File: config.mk
export PLATFORM = sky130hd
export DESIGN_NAME = display_mux
export DESIGN_NICKNAME = d
export VERILOG_FILES = /design/src/rtl/display_mux.sv
export SDC_FILE = /design/constraint.sdc
export NUM_CORES = 1
export LEC_CHECK = 0
export BUFFER_PORTS_ARGS = -buffer_cell sky130_fd_sc_hd__buf_2
export CORE_UTILIZATION = 50
export CTS_CLUSTER_SIZE = 8
export DETAILED_ROUTE_END_ITERATION = 12
export PLACE_DENSITY = 0.72
export SLEW_MARGIN = 10
export SYNTH_ARGS = -nofsm -noshare
export SYNTH_HDL_FRONTEND = slang
export SYNTH_SLANG_ARGS = --single-unit
File: constraint.sdc
create_clock -name clock -period 8.35 [get_ports clock]
set_input_delay 0.4175 -clock clock [delete_from_list [all_inputs] [get_ports clock]]
set_output_delay 0.4175 -clock clock [all_outputs]
set_load 0.05 [all_outputs]
File: src/rtl/display_mux.sv
// Eight-digit multiplexed seven-segment driver with a shadow/live frame buffer and calculator status FSM.
// Optional LEADING_ZERO_BLANK_EN blanks leading zero digits at commit time.
module display_mux #(
  parameter int unsigned REFRESH_DIV = 50000
) (
  input  logic       clock,
  input  logic       reset,
  input  logic [1:0] status,
  input  logic [3:0] data,
  input  logic [3:0] pos,
  output logic [7:0] an,
  output logic [6:0] seg,
  output logic       frame_done
);

  typedef enum logic [1:0] {
    IDLE    = 2'd0,
    CAPTURE = 2'd1,
    SHOW    = 2'd2,
    ERROR   = 2'd3
  } state_t;

  localparam int unsigned CW = (REFRESH_DIV > 1) ? $clog2(REFRESH_DIV) : 1;

  state_t        state, state_d;
  logic          commit, wr_en, wrap;
  logic [CW-1:0] refresh_cnt;
  logic [2:0]    scan_idx;
  logic          scan_en;
  logic [3:0]    shadow [8];
  logic [3:0]    live   [8];
  logic [3:0]    live_d [8];
  logic [3:0]    cur;
  logic [7:0]    an_d;
  logic [6:0]    seg_d;

  function automatic logic [6:0] decode(input logic [3:0] v);
    case (v)
      4'd0:    decode = 7'b1000000;
      4'd1:    decode = 7'b1111001;
      4'd2:    decode = 7'b0100100;
      4'd3:    decode = 7'b0110000;
      4'd4:    decode = 7'b0011001;
      4'd5:    decode = 7'b0010010;
      4'd6:    decode = 7'b0000010;
      4'd7:    decode = 7'b1111000;
      4'd8:    decode = 7'b0000000;
      4'd9:    decode = 7'b0010000;
      default: decode = 7'b0111111;
    endcase
  endfunction

  always_comb begin
    state_d = state;
    commit  = 1'b0;
    wr_en   = 1'b0;
    if (status == 2'b00) begin
      state_d = ERROR;
    end else begin
      case (state)
        IDLE, SHOW: begin
          // The entering cycle already carries digit 0, so it is written too.
          if (status == 2'b01 && pos == 4'd0) begin
            state_d = CAPTURE;
            wr_en   = 1'b1;
          end
        end
        CAPTURE: begin
          if (status == 2'b01) begin
            wr_en = 1'b1;
          end else if (status == 2'b10) begin
            state_d = SHOW;
            commit  = 1'b1;
          end
        end
        default: state_d = ERROR;
      endcase
    end
  end

  always_ff @(posedge clock or posedge reset) begin
    if (reset) state <= IDLE;
    else       state <= state_d;
  end

  assign wrap = (refresh_cnt == CW'(REFRESH_DIV - 1));

  // The first wrap only enables scanning so the first lit digit is digit 0.
  always_ff @(posedge clock or posedge reset) begin
    if (reset) begin
      refresh_cnt <= '0;
      scan_idx    <= '0;
      scan_en     <= 1'b0;
    end else begin
      refresh_cnt <= wrap ? '0 : refresh_cnt + 1'b1;
      if (wrap) begin
        if (!scan_en) scan_en  <= 1'b1;
        else          scan_idx <= scan_idx + 1'b1;
      end
    end
  end

  always_comb begin
    for (int unsigned i = 0; i < 8; i++) live_d[i] = commit ? shadow[i] : live[i];
  end

  always_ff @(posedge clock or posedge reset) begin
    if (reset) begin
      for (int unsigned i = 0; i < 8; i++) begin
        shadow[i] <= '0;
        live[i]   <= '0;
      end
    end else begin
      if (wr_en && !pos[3]) shadow[pos[2:0]] <= data;
      for (int unsigned i = 0; i < 8; i++) live[i] <= live_d[i];
    end
  end

`ifdef LEADING_ZERO_BLANK_EN
  logic [7:0] blank, blank_d, lz;
  logic       seen;

  always_comb begin
    seen  = 1'b0;
    lz    = '0;
    for (int unsigned i = 7; i > 0; i--) begin
      if (shadow[i] != 4'd0) seen = 1'b1;
      lz[i] = !seen;
    end
    blank_d = commit ? lz : blank;
  end

  always_ff @(posedge clock or posedge reset) begin
    if (reset) blank <= 8'hFE;
    else       blank <= blank_d;
  end
`endif

  // Use next-cycle state and digits so a commit or error shows from its own edge.
  always_comb begin
    cur   = live_d[scan_idx];
    an_d  = scan_en ? ~(8'b1 << scan_idx) : '1;
    seg_d = '1;
    if (scan_en) begin
      if (state_d == ERROR) begin
        case (scan_idx)
          3'd0:    seg_d = 7'b0100011;
          3'd1:    seg_d = 7'b0101111;
          3'd2:    seg_d = 7'b0101111;
          3'd3:    seg_d = 7'b0000110;
          default: seg_d = '1;
        endcase
      end else begin
`ifdef LEADING_ZERO_BLANK_EN
        seg_d = blank_d[scan_idx] ? '1 : decode(cur);
`else
        seg_d = decode(cur);
`endif
      end
    end
  end

  always_ff @(posedge clock or posedge reset) begin
    if (reset) begin
      an         <= '1;
      seg        <= '1;
      frame_done <= 1'b0;
    end else begin
      an         <= an_d;
      seg        <= seg_d;
      frame_done <= commit;
    end
  end

endmodule

==> reports/metrics.yaml, run 1 <==
status: "complete, no violations"
drive_gt1_share_pct: 24.2
crit_start: "state[1]$_DFF_PP0_"
critPathLaunchType: "register"
synthesis.area_mm2: 0.00493
ys_seq_elements: 102
finalCriticalPeriod_ps: 3510
yosysUniqueCellTypes: 56
cts_hold_buf: 0
clk_latency_ps: 370
synth-async-reset-ratio_pct: 100
multi_input_comb_area_mm2: 0.00221
cp.arrival_ps: 3810
post_dp_cell_area_mm2: 0.00514
path_clk_slew_ps: 100
postCtsSetupBuffers: 0
clockRootBuffer: "clkbuf_8"
grt_pass1_vias: 3165
track_usage_pct: 20.6
ios: 28
r2r_setup_slack_ps: 4840
syn_area_per_cell_um2: 11.0
leakagePower_nw: 2.56
initial_core_util_pct: 52.4
hold_violations: 0
tns_ps: 0
peakVddDrop_v: 0.000127
dp_hpwl_um: 6700
synth_fp_nets: 475
fill_cells: 816
grt_pass1_wl_um: 16000
clock_skew_ps: 9.21
via_count: 3378
drt.antenna.violating_nets: 0
worst_pin_slew_ps: 718
syn_inst: 450
coreArea_mm2: 0.00942
post-route-period-util_pct: 42.0
vias_per_cell: 5.58
yosys_warnings: 0
num_rows: 35
synthToLayoutAreaGrowth_pct: 7.92
ff_latch_area_mm2: 0.00257
cts_buffers: 9
reg2reg_from: "state[1]$_DFF_PP0_"
hp-class: "primary input to asynchronous set/reset pin"
post-route-util_pct: 56.5
rsz0062_at_grt: "false"
antenna_found_initial: 0
drc: 0
drt-total-wl_um: 9490
cts_tree: "built"
critPathRequiredTime_ps: 8650
yosysSeqAreaShare_pct: 52.2
placed_cells: 589
cts.sinks: 102
cp-end-kind: "register"
pwr_density_cell_mw_per_mm2: 151
die_width_um: 101
overflow: 0
synth_edf_count: 0
antenna_cells_inserted: 0
port_buffers: 27
die_h_um: 101
critPathMaxFanout: 44
maxCapViolCount: 0
gp_congestion: 0.850
setup_viol: 0
path_class: "register to register"
max_freq_ghz: 0.285
die_area_mm2: 0.0103
firstDrtPassIters: 5
grt_max_degree: 56
instances_no_fill: 605
clock_path_buffers: 2
final_cell_mix: "117 x nand2_1, 87 x dfrtp_1, 33 x mux2_2"
htreeDepth: 3
drtIter0Drc: 205
nets: 496
synth_ff_type: "dfrtp_1"
ctsResizeCount: 0
final_common_cell: "nand2_1"
fin_area_mm2: 0.00532
worst_hold_slack_ps: 110
maxSlewHeadroom_pct: 52.1
wire_per_inst_um: 15.7
slew_viol_final: 0
worst paths after layout:
check,end,cells past startpoint
setup / recovery,seg[3]$_DFF_PP1_,11
hold / removal,scan_idx[1]$_DFFE_PP0P_,2
setup reg to reg,seg[3]$_DFF_PP1_,11
hold reg to reg,refresh_cnt[0]$_DFF_PP0_,1
max in group asynchronous,live[7]$_DFF_PP0_,3
min in group clock,state[1]$_DFF_PP0_,2
cells by family after synthesis:
family	after synthesis	synth area share (%)
AOI/OAI and AO/OA	44	6.95
and+or+nand+nor	197	18.4
DFF	102	52.2
xor gates and xnor gates	14	2.49
adders and majority gates	13	3.30
muxes	52	13.7
buffers and inverters	28	3.02
registers in the layout (all words and copies together), names as in the netlist:
name         flops
scan_idx         3
refresh_cnt     16
shadow          32
an               8
frame_done       1
live            32
scan_en          1
state            2
seg              7
stage by stage:
step	worst slack [ps]	power [mW]
3_3_place_gp	4930	0.527
5_1_grt	4580	0.834
6_report	4840	0.806
4_1_cts	4880	0.815
3_5_place_dp	4790	0.528
2_1_floorplan	5280	0.518
per-layer routing:
| layer | up-vias | global-route usage [%] | wire (um) |
|---|---|---|---|
| met5 | - | 0 | 0 |
| met2 | 97 | 32.4 | 4560 |
| met1 | 1673 | 29.2 | 4380 |
| met3 | 15 | 4.14 | 423 |
| met4 | 0 | 5.69 | 118 |
| li1 | 1593 | - | - |
synth_stat cells (all sizes together), types with 3 or more instances:
| cell | n | share of area, % |
|---|---|---|
| nor4 | 4 | 0.81 |
| xor2 | 8 | 1.4 |
| and2 | 3 | 0.38 |
| o211ai | 4 | 0.61 |
| nor2 | 22 | 1.7 |
| nor2b | 7 | 0.89 |
| nor3b | 4 | 0.61 |
| ha | 13 | 3.3 |
| nand2 | 117 | 8.9 |
| mux2 | 33 | 7.5 |
| o21ai | 5 | 0.51 |
| nor3 | 3 | 0.30 |
| a21oi | 8 | 0.81 |
| and3 | 13 | 1.8 |
| nand3 | 14 | 1.4 |
| buf | 9 | 1.6 |
| clkbuf | 11 | 0.84 |
| mux2i | 10 | 2.0 |
| mux4 | 9 | 4.1 |
| dfstp | 15 | 8.0 |
| o22ai | 5 | 0.76 |
| inv | 8 | 0.61 |
| xnor2 | 6 | 1.1 |
| dfrtp | 87 | 44 |
worst max-delay path: stages (launching register included):
cell and delay (ps):
dfrtp_1 440, nand4bb_2 250, buf_4 300, inv_2 590, and3_1 250, a211oi_1 70
nor4_4 490, inv_1 180, ha_1 340, nor4_1 290, o21bai_1 120, nand4_1 110
cell type report:
class | instances | area share [%]
flip-flops and latches | 102 | 48.3
multi-input cells | 320 | 41.6
well taps | 129 | 3.03
repair buffers | 30 | 2.96
clock buffers | 9 | 2.33
clock inverters | 7 | 1.11
inverters | 8 | 0.611
power by group:
part	leakage, nW	internal, mW	total [mW]	switching [mW]
Sequential	1.35	0.496	0.497	0.00152
Combinational	1.12	0.00500	0.0201	0.0152
Clock	0.0913	0.112	0.288	0.176
Total	2.56	0.613	0.806	0.193
No activity file was read; power rests on OpenSTA's default activity.
==> inputs of run 2 (changes only) <==
==> constraint.sdc (replaced) <==
create_clock -name clock -period 3.5 [get_ports clock]
set_input_delay 0.175 -clock clock [delete_from_list [all_inputs] [get_ports clock]]
set_output_delay 0.175 -clock clock [all_outputs]
set_load 0.05 [all_outputs]
==> run 2 against run 1 <==
  * Non-clock buffer count grew 5
  * Clock power grew to 2.6 times the previous value
  * Wire length grew 0.88%
  * Highest routed layer unchanged
  * Combinational power grew 150%
  * Clock-buffer cell count grew 2
  * Critical path type unchanged
  * Critical endpoint unchanged
  * Global-route usage grew 0.55 points
==> reports/metrics.yaml, run 2 (synthesis gave the netlist of run 1 again) <==
post-route-period-util_pct: 82.9  # +41 points
clock_skew_ps: 10.5  # +1.28 ps
num_rows: 35  # unchanged
fin_area_mm2: 0.00537  # +0.85%
overflow: 0  # unchanged
ff_latch_area_mm2: 0.00257  # unchanged
largestRegisters: "live: 32 flops, shadow: 32 flops, refresh_cnt: 16 flops"
seqPwrFrac_pct: 60.2  # -1.5 points
post-layout-total-power_mw: 1.97  # +140%
cts_tree: "built"
status: "complete, no violations"
critPathRequiredTime_ps: 3800  # -4850 ps
via_count: 3382  # +0.12%
drc: 0  # unchanged
met3_wirelength_um: 365  # -14%
die_area_mm2: 0.0103  # unchanged
track_usage_pct: 21.1  # +0.55 points
peakVddDrop_v: 0.000226  # +78%
path_class: "register to register"
met1_length_um: 4390  # +0.14%
synthToLayoutAreaGrowth_pct: 8.83
internal_power_mw: 1.53  # +150%
worst_hold_slack_ps: 20.2  # -89.5 ps
clock_path_buffers: 2  # unchanged
maxCapViolCount: 0  # unchanged
final_common_cell: "nand2_1"
placed_cells: 594  # +0.85%
pwr_density_cell_mw_per_mm2: 367  # +140%
drt.antenna.violating_nets: 0  # unchanged
slew_viol_final: 0  # unchanged
antenna_cells_inserted: 0  # unchanged
ctsResizeCount: 0  # unchanged
switching_power_mw: 0.442  # +130%
max_freq_ghz: 0.345  # +21%
ios: 28  # unchanged
grt_pass1_vias: 3376  # +6.7%
cts_hold_buf: 0  # unchanged
highest_layer: "met4"
multi_input_comb_area_mm2: 0.00221  # unchanged
tns_ps: 0  # unchanged
worst_pin_slew_ps: 951  # +233 ps
instances_no_fill: 610  # +0.83%
grt_pass1_wl_um: 16400  # +2.7%
critPathMaxStageDelay_ps: 550  # -40 ps
maxSlewHeadroom_pct: 36.6  # -16 points
critPathLaunchType: "register"
hp-class: "primary input to asynchronous set/reset pin"
vias_per_cell: 5.54  # -0.70%
initial_core_util_pct: 52.4  # unchanged
fill_cells: 842  # +3.2%
critPathMaxFanout: 31  # -30%
comb_power_share_pct: 2.5  # about the same
gp_congestion: 0.885  # +4.2%
finalCriticalPeriod_ps: 2900  # -609 ps
postCtsSetupBuffers: 0  # unchanged
dp_hpwl_um: 6800  # +1.5%
antenna_found_initial: 0  # unchanged
route.met2.wl_um: 4630  # +1.6%
crit_slowest_cell: "mux4_2"
firstDrtPassIters: 4  # -1
drtIter0Drc: 166  # -19%
leakagePower_nw: 2.58  # +0.94%
htreeDepth: 3  # unchanged
clockRootBuffer: "clkbuf_8"
cp.arrival_ps: 3200  # -610 ps
grt_max_degree: 79  # +41%
final_cell_mix: "117 x nand2_1, 87 x dfrtp_1, 33 x mux2_2"
die_h_um: 101  # unchanged
hold_violations: 0  # unchanged
swShare_pct: 22.4  # -1.5 points
cts.sinks: 102  # unchanged
coreArea_mm2: 0.00942  # unchanged
path_clk_slew_ps: 100  # about the same
clk_latency_ps: 360  # about the same
drt-total-wl_um: 9570  # +0.88%
post_dp_cell_area_mm2: 0.00517  # +0.73%
wire_per_inst_um: 15.7  # about the same
path_cells: "nand4bb_2 > buf_4 > mux4_2 > o221ai_1 > ha_1 > nor4_1 > o21bai_1 > nand4_1"
cts_buffers: 9  # unchanged
drive_gt1_share_pct: 24.5  # +0.37 points
pwr-share-clk_pct: 37.3  # +1.5 points
setup_viol: 0  # unchanged
cp-end-kind: "register"
nets: 501  # +1.0%
die_width_um: 101  # unchanged
rsz0062_at_grt: "false"
port_buffers: 27  # unchanged
==> run 2: worst max-delay path: cells and delay by family (launching register included) <==
kind / cells / cell delay, ps
flip-flops: 1 / 430
multiplexers: 1 / 550
adder cells (fa/ha/maj): 1 / 350
AO/OA/AOI/OAI: 2 / 560
buffers and inverters: 1 / 340
AND/OR/NAND/NOR: 3 / 580
==> run 2: power groups by stage <==
| stage | Combinational (mW) | Sequential [mW] | Clock [mW] |
|---|---|---|---|
| floorplan | 0.0278 | 1.21 | 0 |
| global placement | 0.0502 | 1.21 | 0 |
| detailed placement | 0.0517 | 1.21 | 0 |
| CTS | 0.0519 | 1.19 | 0.753 |
| global route | 0.0576 | 1.19 | 0.801 |
| finish | 0.0493 | 1.19 | 0.735 |
==> run 2: path summary, 6_finish.rpt <==
path                                           from                        to  slack, ps  depth (start not counted)
min                                           reset        live[26]$_DFF_PP0_         20                          2
max in group asynchronous                     reset           an[2]$_DFF_PP1_       2710                          3
min reg2reg                refresh_cnt[0]$_DFF_PP0_  refresh_cnt[0]$_DFF_PP0_        460                          1
max reg2reg                      state[1]$_DFF_PP0_          seg[3]$_DFF_PP1_        600                          8
max                              state[1]$_DFF_PP0_          seg[3]$_DFF_PP1_        600                          8
min in group clock                        status[0]        state[0]$_DFF_PP0_         90                          2
==> run 2: layer usage <==
metal	track usage, %	up-vias
met5	0	-
met4	8.14	0
met3	4.14	15
met2	34.7	60
met1	27.9	1709
li1	-	1598
==> run 2: final cells by class <==
type                    instances  area share, %
flip-flops and latches        102           47.9
multi-input cells             320           41.3
repair buffers                 35           3.64
well taps                     129           3.01
clock buffers                  11           2.45
clock inverters                 5           1.10
inverters                       8          0.606
==> run 2: per-stage QoR <==
step / util, % / setup slack [ps]
6_report: 57.0 / 600
2_1_floorplan: - / 674
5_1_grt: 57.0 / 349
3_5_place_dp: 55.0 / 647
3_3_place_gp: 55.0 / 690
4_1_cts: 57.0 / 611
==> inputs of run 3 (changes only) <==
--- a/config.mk
+++ b/config.mk
@@ -5,11 +5,12 @@
 export SDC_FILE = /design/constraint.sdc
 export NUM_CORES = 1
 export LEC_CHECK = 0
+export ABC_AREA = 1
 export BUFFER_PORTS_ARGS = -buffer_cell sky130_fd_sc_hd__buf_2
 export CORE_UTILIZATION = 50
 export CTS_CLUSTER_SIZE = 8
 export DETAILED_ROUTE_END_ITERATION = 12
-export PLACE_DENSITY = 0.72
+export PLACE_DENSITY = 0.75
 export SLEW_MARGIN = 10
 export SYNTH_ARGS = -nofsm -noshare
 export SYNTH_HDL_FRONTEND = slang
==> constraint.sdc (replaced) <==
create_clock -name clock -period 2.51 [get_ports clock]
set_input_delay 0.1255 -clock clock [delete_from_list [all_inputs] [get_ports clock]]
set_output_delay 0.1255 -clock clock [all_outputs]
set_load 0.05 [all_outputs]
==> run 3 against run 2 <==
  * Combinational power grew 73%
  * Core utilization grew 1.0 points
  * Wire length shrank 1.3%
  * Die area shrank 5.2%
  * Largest power group unchanged
  * Register-to-register slack lost 330 ps
  * Highest routed layer unchanged
  * Synthesized cell count grew 19%
  * Non-clock buffer count grew 3
  * Design area shrank 3.8%
  * First-iteration DRC count grew 60%
  * Flip-flop and latch count is the same
  * Sequential share of layout area grew 1.9 points
  * Global-route usage is essentially flat
==> reports/metrics.yaml, run 3 <==
r2r_setup_slack_ps: 270  # -330 ps
post-route-period-util_pct: 89.4  # +6.6 points
critPathMaxFanout: 25  # -19%
maxCapViolCount: 0  # unchanged
leakagePower_nw: 2.64  # +2.2%
pre_cts_ws_ps: 212  # -435 ps
grt_pass1_vias: 3415  # +1.2%
syn_area_per_cell_um2: 8.69  # -21%
clock_path_buffers: 2  # unchanged
synth_ff_type: "dfrtp_1"
path_class: "register to register"
drive_gt1_share_pct: 14.4  # -10 points
grt_max_degree: 64  # -19%
initial_core_util_pct: 52.5  # +0.15 points
critPathRequiredTime_ps: 2830  # -970 ps
htreeDepth: 3  # unchanged
rsz0062_at_grt: "false"
drtIter0Drc: 266  # +60%
cts_buffers: 9  # unchanged
yosysSeqAreaShare_pct: 55.1  # +2.9 points
via_count: 3616  # +6.9%
comb_power_share_pct: 3.1  # +0.6 points
firstDrtPassIters: 7  # +3
antenna_cells_inserted: 0  # unchanged
antenna_found_initial: 0  # unchanged
gp_congestion: 0.797  # -10%
status: "complete, no violations"
coreArea_mm2: 0.00889  # -5.6%
final_common_cell: "nand2_1"
synthTopCellsByArea: "dfrtp_1 47%, nand2_1 13%, nand3_1 11%"
final_cell_mix: "159 x nand2_1, 98 x nand3_1, 87 x dfrtp_1"
slew_viol_final: 0  # unchanged
cts_tree: "built"
overflow: 0  # unchanged
cp-end-kind: "register"
syn_inst: 537  # +19%
peakVddDrop_v: 0.000340  # +50%
num_rows: 34  # -2.9%
pwr_density_cell_mw_per_mm2: 533  # +45%
pwr-share-clk_pct: 36.4  # -0.9 points
vias_per_cell: 5.28  # -4.8%
synth_top_cell_by_area: "dfrtp_1"
die_width_um: 98.6  # -2.6%
track_usage_pct: 21.2  # +0.031 points
yosysUniqueCellTypes: 36  # -36%
nets: 597  # +19%
wire_per_inst_um: 13.8  # -12%
setup_viol: 0  # unchanged
path_clk_slew_ps: 110  # about the same
seqPwrFrac_pct: 60.5  # +0.3 points
yosys_warnings: 0  # unchanged
critPathLaunchType: "register"
synth.most_common_cell: "nand2_1"
maxSlewHeadroom_pct: 43.8  # +7.2 points
swShare_pct: 25.0  # +2.6 points
switching_power_mw: 0.688  # +55%
fin_area_mm2: 0.00516  # -3.8%
worst_pin_slew_ps: 841  # -110 ps
synth_fp_nets: 562  # +18%
clk_latency_ps: 380  # +20 ps
drc: 0  # unchanged
die_h_um: 98.6  # -2.6%
synth-async-reset-ratio_pct: 100  # unchanged
grt_pass1_wl_um: 16300  # -0.97%
finalCriticalPeriod_ps: 2240  # -655 ps
port_buffers: 27  # unchanged
clockRootBuffer: "clkbuf_8"
max_freq_ghz: 0.445  # +29%
synthesis.area_mm2: 0.00467  # -5.3%
drt.antenna.violating_nets: 0  # unchanged
drt-total-wl_um: 9450  # -1.3%
die_area_mm2: 0.00973  # -5.2%
ios: 28  # unchanged
internal_power_mw: 2.06  # +35%
tns_ps: 0  # unchanged
post_dp_cell_area_mm2: 0.00494  # -4.6%
cts.sinks: 102  # unchanged
clock_skew_ps: 14.1  # +3.62 ps
hp-class: "primary input to register"
ys_seq_elements: 102  # unchanged
largestRegisters: "live: 32 flops, shadow: 32 flops, refresh_cnt: 16 flops"
synth_edf_count: 0  # unchanged
cp.arrival_ps: 2560  # -640 ps
layout_setup_ws_ps: 265  # -335 ps
hold_violations: 0  # unchanged
dp_hpwl_um: 6640  # -2.3%
synth_top_area_share_pct: 46.6  # +2.5 points
synth_commonest_cells: "159 x nand2_1, 98 x nand3_1, 87 x dfrtp_1"
synthToLayoutAreaGrowth_pct: 10.5
run 3: changes by cell type in the layout (fill, tap and decap cells not counted), moves of 12 or more:
cell / previous run / this run
o21ai_0: 5 / 40
inv_1: 6 / 42
mux2_2: 33 / 1
nand2_1: 117 / 159
nand3_1: 14 / 98
and3_1: 12 / 0
run 3: kinds of logic (layout without fill, tap and decap cells):
family / count (synthesis) / after routing / synth area share [%]
AO/OA/AOI/OAI: 55 / 55 / 6.19
XOR/XNOR: 5 / 5 / 0.938
adder cells (fa/ha/maj): 13 / 13 / 3.48
buffers and inverters: 63 / 103 / 5.74
flip-flops: 102 / 102 / 55.1
multiplexers: 1 / 1 / 0.241
AND/OR/NAND/NOR: 298 / 298 / 28.3
run 3: final timing paths:
| check | startpoint | to | cells after the start |
|---|---|---|---|
| setup / recovery | state[1]$_DFF_PP0_ | seg[4]$_DFF_PP1_ | 15 |
| hold / removal | status[0] | state[0]$_DFF_PP0_ | 2 |
| setup reg to reg | state[1]$_DFF_PP0_ | seg[4]$_DFF_PP1_ | 15 |
| hold reg to reg | live[11]$_DFF_PP0_ | live[11]$_DFF_PP0_ | 2 |
| max in group asynchronous | reset | live[13]$_DFF_PP0_ | 4 |
| min in group asynchronous | reset | refresh_cnt[12]$_DFF_PP0_ | 3 |
run 3: stage by stage:
step / hold WS [ps] / total power, mW / util, % / cells
CTS: 16.5 / 2.77 / 57.9 / 685
global placement: 323 / 1.78 / 55.5 / 667
floorplan: 222 / 1.74 / - / 537
finish: 26.4 / 2.75 / 58.0 / 685
global route: 41.4 / 2.85 / 58.0 / 685
detailed placement: 338 / 1.78 / 55.5 / 667
run 3: final cells by class:
| class | count | area, um2 |
|---|---|---|
| clock inverters | 7 | 67.6 |
| well taps | 108 | 135 |
| fillers | 784 | 3730 |
| clock buffers | 9 | 124 |
| multi-input cells | 372 | 1840 |
| flip-flops and latches | 102 | 2570 |
| repair buffers | 38 | 235 |
| inverters | 49 | 188 |
run 3: power by group through the flow:
stage                     logic, mW  registers (mW)  clock network [mW]
after global placement       0.0833            1.69                   0
after detailed placement     0.0855            1.69                   0
after global routing          0.101            1.66                1.09
after CTS                    0.0880            1.66                1.02
final                        0.0855            1.66                1.00
after floorplan              0.0526            1.69                   0
run 3: layer usage:
layer / track usage [%] / part of all wire (%) / vias to the layer above
li1: - / - / 1824
met1: 29.6 / 48 / 1698
met2: 33.7 / 46 / 84
met3: 4.18 / 4.7 / 10
met4: 6.20 / 0.82 / 0
met5: 0 / 0 / -
run 3: critical path, stage by stage (launching register included):
cell	delay [ps]
dfrtp_1	430
nor2_4	160
buf_4	290
nand3_1	140
nand3_1	110
nand3_1	90
nand2_1	90
nand2_1	50
nand2_1	160
inv_1	100
ha_1	200
inv_1	60
nand3_1	70
nand3_1	90
nand3_1	60
nand2_1	60
run 3: what timing repair did:
item | in CTS | in global routing
gates resized for setup | 0 | 1
setup endpoints to repair | 0 | 2
hold buffers | 2 | 0
hold endpoints to repair | 25 | 0
buffers inserted | 0 | 0
